<file path="src/rtl/vga_timing_monitor.sv">
// Receive-side VGA timing checker: recovers pixel coordinates from hsync/vsync/video_on,
// measures line and frame geometry, and locks once consecutive frames match the parameters.
module vga_timing_monitor #(
  parameter int unsigned H_TOTAL     = 800,
  parameter int unsigned V_TOTAL     = 525,
  parameter int unsigned H_DISPLAY   = 640,
  parameter int unsigned V_DISPLAY   = 480,
  parameter int unsigned LOCK_FRAMES = 2
) (
  input  logic       clk,
  input  logic       reset,
  input  logic       p_tick,
  input  logic       hsync,
  input  logic       vsync,
  input  logic       video_on,
  output logic [9:0] pixel_x,
  output logic [9:0] pixel_y,
  output logic [9:0] line_len,
  output logic [9:0] frame_lines,
  output logic       locked,
  output logic       sync_err
);

  typedef enum logic [1:0] {SEARCH, ACQUIRE, LOCKED} state_t;

  state_t     state, state_next;
  logic       hs_q, vs_q, von_q;
  logic [9:0] h_cnt, v_cnt;
  logic       h_valid, line_bad;
  logic [2:0] good_cnt, good_cnt_next;
  logic       locked_next, sync_err_next;

  logic       hs_fall, vs_fall, von_rise, von_fall;
  logic [9:0] h_cnt_inc, v_cnt_inc, px_inc, frame_lines_new, pixel_y_final;
  logic       line_bad_new, frame_good;

  function automatic logic [9:0] sat_inc(input logic [9:0] val);
    return (val == '1) ? val : val + 10'd1;
  endfunction

  // Edge strobes are qualified by p_tick so every consumer only acts on sampling ticks.
  assign hs_fall  = p_tick & hs_q & ~hsync;
  assign vs_fall  = p_tick & vs_q & ~vsync;
  assign von_rise = p_tick & ~von_q & video_on;
  assign von_fall = p_tick & von_q & ~video_on;

  always_comb begin
    h_cnt_inc       = sat_inc(h_cnt);
    v_cnt_inc       = sat_inc(v_cnt);
    px_inc          = sat_inc(pixel_x);
    frame_lines_new = hs_fall ? v_cnt_inc : v_cnt;
    pixel_y_final   = von_fall ? sat_inc(pixel_y) : pixel_y;
    // Violations seen on the vs_fall tick itself still count against the closing frame.
    line_bad_new    = line_bad |
                      (h_valid & ((hs_fall  & (h_cnt_inc != 10'(H_TOTAL))) |
                                  (von_fall & (px_inc    != 10'(H_DISPLAY)))));
    frame_good      = ~line_bad_new &
                      (frame_lines_new == 10'(V_TOTAL)) &
                      (pixel_y_final   == 10'(V_DISPLAY));
  end

  always_comb begin
    state_next    = state;
    good_cnt_next = good_cnt;
    locked_next   = locked;
    sync_err_next = 1'b0;
    if (vs_fall) begin
      case (state)
        SEARCH: begin
          state_next    = ACQUIRE;
          good_cnt_next = '0;
        end
        ACQUIRE: begin
          if (frame_good) begin
            good_cnt_next = good_cnt + 3'd1;
            if (good_cnt + 3'd1 == 3'(LOCK_FRAMES)) begin
              state_next  = LOCKED;
              locked_next = 1'b1;
            end
          end else begin
            good_cnt_next = '0;
          end
        end
        LOCKED: begin
          if (!frame_good) begin
            state_next    = ACQUIRE;
            good_cnt_next = '0;
            locked_next   = 1'b0;
            sync_err_next = 1'b1;
          end
        end
        default: begin
          state_next    = SEARCH;
          good_cnt_next = '0;
          locked_next   = 1'b0;
        end
      endcase
    end
  end

  always_ff @(posedge clk or negedge reset) begin
    if (!reset) begin
      state    <= SEARCH;
      good_cnt <= '0;
      locked   <= 1'b0;
      sync_err <= 1'b0;
    end else begin
      state    <= state_next;
      good_cnt <= good_cnt_next;
      locked   <= locked_next;
      sync_err <= sync_err_next;
    end
  end

  always_ff @(posedge clk or negedge reset) begin
    if (!reset) begin
      hs_q        <= 1'b1;
      vs_q        <= 1'b1;
      von_q       <= 1'b0;
      h_cnt       <= '0;
      v_cnt       <= '0;
      h_valid     <= 1'b0;
      line_bad    <= 1'b0;
      pixel_x     <= '0;
      pixel_y     <= '0;
      line_len    <= '0;
      frame_lines <= '0;
    end else if (p_tick) begin
      hs_q  <= hsync;
      vs_q  <= vsync;
      von_q <= video_on;

      if (hs_fall) begin
        line_len <= h_cnt_inc;
        h_cnt    <= '0;
        h_valid  <= 1'b1;
      end else begin
        h_cnt <= h_cnt_inc;
      end

      if (vs_fall) begin
        frame_lines <= frame_lines_new;
        v_cnt       <= '0;
        line_bad    <= 1'b0;
        pixel_y     <= '0;
      end else begin
        if (hs_fall)  v_cnt   <= v_cnt_inc;
        if (von_fall) pixel_y <= pixel_y_final;
        line_bad <= line_bad_new;
      end

      if (von_rise)      pixel_x <= '0;
      else if (video_on) pixel_x <= px_inc;
    end
  end

endmodule

</file>
<file path="config.mk">
export PLATFORM = sky130hd
export DESIGN_NAME = vga_timing_monitor
export DESIGN_NICKNAME = d
export VERILOG_FILES = /design/src/rtl/vga_timing_monitor.sv
export SDC_FILE = /design/constraint.sdc
export NUM_CORES = 1
export LEC_CHECK = 0
export CORE_MARGIN = 2
export CORE_UTILIZATION = 51
export DETAILED_ROUTE_END_ITERATION = 10
export GPL_TIMING_DRIVEN = 1
export PLACE_DENSITY = 0.75
export REMOVE_ABC_BUFFERS = 1
export SLEW_MARGIN = 20
export SYNTH_ARGS = -nofsm -noshare
export SYNTH_HDL_FRONTEND = slang
export SYNTH_SLANG_ARGS = --single-unit
</file>
<file path="constraint.sdc">
create_clock -name clk -period 2.4 [get_ports clk]
set_input_delay 0.48 -clock clk [delete_from_list [all_inputs] [get_ports clk]]
set_output_delay 0.48 -clock clk [all_outputs]
set_load 0.02 [all_outputs]
</file>
==> results of run 1 <==
-- final cells by class --
| cell class | count | area, um^2 |
|---|---|---|
| Multi-Input combinational cell | 355 | 2230 |
| Fill cell | 614 | 2150 |
| Sequential cell | 72 | 1800 |
| Timing Repair Buffer | 137 | 1170 |
| Clock buffer | 11 | 141 |
| Tap cell | 102 | 128 |
| Clock inverter | 5 | 104 |
| Inverter | 11 | 41.3 |
-- worst paths after layout --
kind,from,endpoint,cells after the start
setup / recovery,pixel_y[0]$_DFFE_PN0P_,good_cnt[0]$_DFFE_PN0P_,9
hold / removal,reset,pixel_x[3]$_DFFE_PN0P_,1
setup reg to reg,pixel_y[0]$_DFFE_PN0P_,good_cnt[0]$_DFFE_PN0P_,9
hold reg to reg,line_len[8]$_DFFE_PN0P_,line_len[8]$_DFFE_PN0P_,2
max in group asynchronous,reset,pixel_y[2]$_DFFE_PN0P_,3
min in group clk,line_len[8]$_DFFE_PN0P_,line_len[8]$_DFFE_PN0P_,2
-- flip-flops by register name, summed over array words and instances (netlist names) --
| register | flops |
|---|---|
| state | 2 |
| sync_err | 1 |
| vs_q | 1 |
| von_q | 1 |
| frame_lines | 10 |
| pixel_x | 10 |
| locked | 1 |
| hs_q | 1 |
| line_bad | 1 |
| h_cnt | 10 |
| v_cnt | 10 |
| pixel_y | 10 |
| line_len | 10 |
| h_valid | 1 |
| good_cnt | 3 |
-- synthesized netlist by cell type (all sizes together), types with 3 or more instances --
cell type,n,area (um^2)
a21oi,29,145
nor3,5,25.0
or2,4,25.0
dfrtp,70,1750
clkbuf,18,68.8
and2,10,62.6
or3,4,25.0
o31ai,4,30.0
inv,11,41.3
nand4,16,115
and3,10,63.8
and3b,3,26.3
o21ai,48,240
ha,6,75.1
nor2b,5,31.3
a41o,3,30.0
nand3,24,125
mux2,5,56.3
o311ai,3,43.8
o21a,3,22.5
o22ai,4,25.0
buf,8,47.5
mux2i,8,80.1
xnor2,5,43.8
nand2b,7,43.8
o2111ai,3,26.3
o211ai,5,37.5
nand2,59,221
nor2,44,165
xor2,8,70.1
-- metal layers --
metal | vias up | GRT usage | routed length [um]
li1 | 1916 | - | -
met1 | 1944 | 0.354 | 5000
met2 | 136 | 0.423 | 5340
met3 | 19 | 0.0322 | 485
met4 | 0 | 0.105 | 200
met5 | - | 0 | 0
-- logic make-up after synthesis --
| logic type | Yosys count | synth area share |
|---|---|---|
| AOI/OAI and AO/OA | 122 | 0.191 |
| xor gates and xnor gates | 13 | 0.0278 |
| adders and majority gates | 6 | 0.0183 |
| buffers and inverters | 37 | 0.0385 |
| DFF | 72 | 0.441 |
| muxes | 13 | 0.0333 |
| and+or+nand+nor | 201 | 0.250 |
-- cells in the final DEF, fill, tap and decap left out, drive strengths merged, types with 3 or more instances in the layout --
cell / Yosys / layout
o21a: 3 / 3
o22ai: 4 / 4
o31ai: 4 / 4
dfrtp: 70 / 70
nor2b: 5 / 5
and2: 10 / 10
o311ai: 3 / 3
nand4: 16 / 16
a21oi: 29 / 29
xor2: 8 / 8
clkdlybuf4s50: 0 / 43
nand2b: 7 / 7
ha: 6 / 6
o21ai: 48 / 48
or3: 4 / 4
a41o: 3 / 3
buf: 8 / 91
nand2: 59 / 59
o2111ai: 3 / 3
clkbuf: 18 / 11
xnor2: 5 / 5
and3: 10 / 10
o211ai: 5 / 5
inv: 11 / 11
mux2: 5 / 5
and3b: 3 / 3
mux2i: 8 / 8
nor2: 44 / 44
or2: 4 / 4
nand3: 24 / 24
bufinv: 0 / 3
nor3: 5 / 5
-- timing repair --
action,in CTS,in global routing
setup buffers,4,9
resized for setup,12,21
hold endpoints to repair,0,0
setup endpoints to repair,7,7
hold buffers,0,0
pin swaps,9,23
-- per-stage QoR --
| stage | util | power [W] |
|---|---|---|
| floorplan | - | 0.00186 |
| CTS | 0.706 | 0.00356 |
| global placement | 0.666 | 0.00231 |
| global route | 0.724 | 0.00374 |
| finish | 0.724 | 0.00357 |
| detailed placement | 0.666 | 0.00234 |
-- power by group through the flow --
stage	registers (W)	clock network, W	logic [W]
floorplan	0.00158	0	0.000278
global placement	0.00144	0	0.000866
CTS	0.00143	0.00120	0.000930
global route	0.00145	0.00125	0.00104
finish	0.00143	0.00118	0.000957
detailed placement	0.00145	0	0.000891
==> reports/summary.txt, run 1 <==
GPL Wtd Cong = 0.944
Core ar. = 7770 um^2
Synthesis-to-finish area growth = 37.4%
Leak Pwr = 2.44 nW
Final HPWL DP = 7820 um
Hold Crit Class = primary input to asynchronous set/reset pin
CTS Buf Count = 9
CTS max path bufs = 2
Slowest-stage cell, CP = dfrtp_1
Crit. End Element = flop
Worst slew pin tran = 675 ps
GRT Total Usage = 0.260
CTS root buf = clkbuf_8
Clock power share = 0.331
Flop2flop setup slack = -20 ps
Setup_tns = -27.0 ps
Worst EP required = 2690 ps
Drt drc = 0
Switch Pwr = 0.00105 W
TritonRoute pass-1 iters = 4
Yosys warnings = 0
DRT iter0 DRCs = 195
Synthesized area = 4090 um^2
Dpl cell area = 5170 um^2
Async set or reset register ratio after synthesis = 1.00
Slowest cell delay on critical path = 370 ps
Netlist cell types = 62
Initial Utilization = 0.527
Outcome = complete, but fails checks
Peak supply drop = 425 uV
Sw Share = 0.293
Clock skew = 9.30 ps
Clock sinks = 72
Top delay family on crit path = simple AND/OR/NAND/NOR gates
Seq/Total Area, Yosys = 0.441
Die height = 93.6 um
Crit-path cells = ha_1, nand3_1, o31ai_2, buf_4, mux2i_1, and3b_2, nand4_4, nor3b_4, o22a_1
Ant diodes = 0
DP Worst Slack = -530 ps
Power Density = 635 nW/um^2
Die area = 8750 um^2
Ports = 48
CP arrival = 2710 ps
Crit Path Category = flop to flop
Placed cell count = 664
Worst path bufs/invs = 1
Cell Int Power = 0.00253 W
Vias in the first global route = 3824
CTS HTree Levels = 3
Global-route wire length before repair = 18000 um
Routed vias/inst = 5.79
Wire per inst = 15.9 um
Achievable frequency = 0.413 GHz
Antenna viol nets, final = 0
EDFF count, synth = 0
Clk Latency, worst-skew pair = 350 ps
Layout cells sized above 1 = 0.245
Final worst path period share = 1.01
Post-layout instance area = 5620 um^2
CTS tree = yes
Worst setup margin = -22.5 ps
Max_slew headroom = 0.547
DR vias = 4015
Initial antenna violation count = 0
Largest net degree at the start of global routing = 43
Die Wd = 93.6 um
Final wirelength = 11000 um
Grt total ovfl = 0
Final setup viols = 2
Fin nets = 598
Hold WS = 95.4 ps
Row count = 32
Max-cap violation count = 0
RSZ-0062 raised after global routing = true
Seq cells post-synth = 72
Violated checks = negative setup slack
Comb pwr share = 0.268
Final Hold Viols = 0
Reg power frac = 0.401
Worst setup SP type = flop
Post-synth top flop = dfrtp_1
Post-Synthesis Cells = 464
Syn Area/Cell = 8.82 um^2
Final Non-Filler Cells = 693
Max-slew violations = 0
Port Buffers = 47
Period minus WS final = 2420 ps
CP Max Fanout = 6
Clock slew at reported path FFs = 80 ps
No activity file was read; power rests on OpenSTA's default activity.
==> inputs of run 2 (changes only) <==
Settings changed: CELL_PAD_IN_SITES_DETAIL_PLACEMENT set to 0, CELL_PAD_IN_SITES_GLOBAL_PLACEMENT set to 1, CORE_UTILIZATION 51 to 39.
==> run 2 against run 1 <==
Compared with the run above: the flow now finishes without violations; clock power down 10%; clock skew rose by 2.0 ps; count of clock-buffer cells in the layout up 2; sequential cell count did not move; highest routed layer unchanged; critical path depth is the same; combinational power decreased by 2.8%; first-iteration DRC count shrank 11%; die area grew 29%; cell count rose by 4.3%.
==> reports/summary.txt, run 2 (synthesis gave the netlist of run 1 again) <==
Outcome = finished, final reports clean
Wire per inst = 14.7 um
Worst setup margin = 1.26 ps
Final Hold Viols = 0
Crit Path Category = flop to flop
Achievable frequency = 0.417 GHz
Cell Int Power = 0.00240 W
Max-slew violations = 0
Clock sinks = 72
Antenna viol nets, final = 0
Peak supply drop = 402 uV
DP Worst Slack = -578 ps
Clock power share = 0.310
Reg2reg path depth = 9
Leak Pwr = 2.42 nW
Die area = 11300 um^2
Clock slew at reported path FFs = 70 ps
Power Density = 612 nW/um^2
Port Buffers = 47
TritonRoute pass-1 iters = 5
Die Wd = 106 um
Layout cells sized above 1 = 0.233
CTS max path bufs = 2
Reg power frac = 0.418
CP arrival = 2680 ps
Commonest non-fill, non-tap cells in the layout = buf_4 (85), dfrtp_1 (70), nand2_1 (59)
Switch Pwr = 0.00101 W
Final wirelength = 10700 um
Global-route wire length before repair = 17900 um
GRT Total Usage = 0.197
Drt drc = 0
Max-cap violation count = 0
Fin nets = 594
Crit. End Element = flop
Final worst path period share = 0.999
CP Max Fanout = 6
Worst setup SP type = flop
Ports = 48
CTS root buf = clkbuf_8
Initial Utilization = 0.398
Initial antenna violation count = 0
Final setup viols = 0
CTS tree = yes
Grt total ovfl = 0
Setup_tns = 0 ps
Routed vias/inst = 5.35
Clk Latency, worst-skew pair = 350 ps
DR vias = 3867
RSZ-0062 raised after global routing = true
Largest net degree at the start of global routing = 39
Max_slew headroom = 0.564
Row count = 37
Comb pwr share = 0.272
Vias in the first global route = 3721
Worst EP required = 2690 ps
Most common cell after layout, fill and taps aside = buf_4
Dpl cell area = 5220 um^2
Worst slew pin tran = 648 ps
Final Non-Filler Cells = 723
Synthesis-to-finish area growth = 36.6%
GPL Wtd Cong = 0.887
Final HPWL DP = 7830 um
Post-layout instance area = 5590 um^2
DRT iter0 DRCs = 174
Ant diodes = 0
CTS HTree Levels = 3
Sw Share = 0.297
Core ar. = 10300 um^2
Placed cell count = 700
Hold Crit Class = primary input to asynchronous set/reset pin
Period minus WS final = 2400 ps
Die height = 106 um
Clock skew = 11.3 ps
CTS Buf Count = 9
[run 2: changes by cell type in the layout (fill, tap and decap cells not counted), sizes merged]
| cell | delta |
|---|---|
| buf | -4 |
| clkbuf | +2 |
| bufinv | -1 |
| clkinv | -1 |
| dlygate4sd2 | -1 |
| dlymetal6s2s | +1 |
[run 2: power by group through the flow]
| stage | Combinational (W) | Sequential [W] | Clock (W) |
|---|---|---|---|
| floorplan | 0.000278 | 0.00158 | 0 |
| global placement | 0.000861 | 0.00145 | 0 |
| detailed placement | 0.000875 | 0.00145 | 0 |
| CTS | 0.000906 | 0.00143 | 0.00109 |
| global route | 0.00102 | 0.00144 | 0.00115 |
| finish | 0.000930 | 0.00143 | 0.00106 |
[run 2: path summary, 6_finish.rpt]
path                                               from                 endpoint  slack, ps
worst min-delay path                              reset   pixel_x[3]$_DFFE_PN0P_        100
worst max register to register     h_cnt[1]$_DFFE_PN0P_  good_cnt[0]$_DFFE_PN0P_          1
worst min register to register  line_len[7]$_DFFE_PN0P_  line_len[7]$_DFFE_PN0P_        480
worst max-delay path               h_cnt[1]$_DFFE_PN0P_  good_cnt[0]$_DFFE_PN0P_          1
min in group clk                                  hsync         hs_q$_DFFE_PN1P_        470
max in group asynchronous                         reset  line_len[4]$_DFFE_PN0P_       1730
[run 2: timing repair]
action	CTS	global route
pin swaps	12	10
setup buffers	5	2
hold buffers	0	0
gates resized for setup	19	8
endpoints found under the setup margin	7	7
[run 2: stage by stage]
stage | hold slack (ps) | power (W) | util
after floorplan | 184 | 0.00186 | -
after global placement | 462 | 0.00231 | 0.508
after detailed placement | 470 | 0.00232 | 0.508
after CTS | 98.4 | 0.00342 | 0.539
after global routing | 124 | 0.00361 | 0.544
final | 98.1 | 0.00342 | 0.544
[run 2: critical path, cell delays in order, from the launching register on]
cell and delay (ps):
dfrtp_1 360, ha_2 200, nand3_2 80, or3_4 400
mux2i_4 220, o2111ai_4 150, o311ai_4 320, nand4_4 210
nor3b_4 240, o22a_1 150
[run 2: area by class of cell]
type	instances	area (um^2)
timing repair buffer	133	1130
inverter	11	41.3
clock buffer	13	149
clock inverter	3	65.1
multi-input combinational	355	2220
fill	1001	4690
tap	136	170
sequential	72	1800
[run 2: per-layer routing]
layer	GRT usage	routed length [um]
met1	0.283	5220
met2	0.303	4820
met3	0.0411	492
met4	0.0538	116
met5	0	0
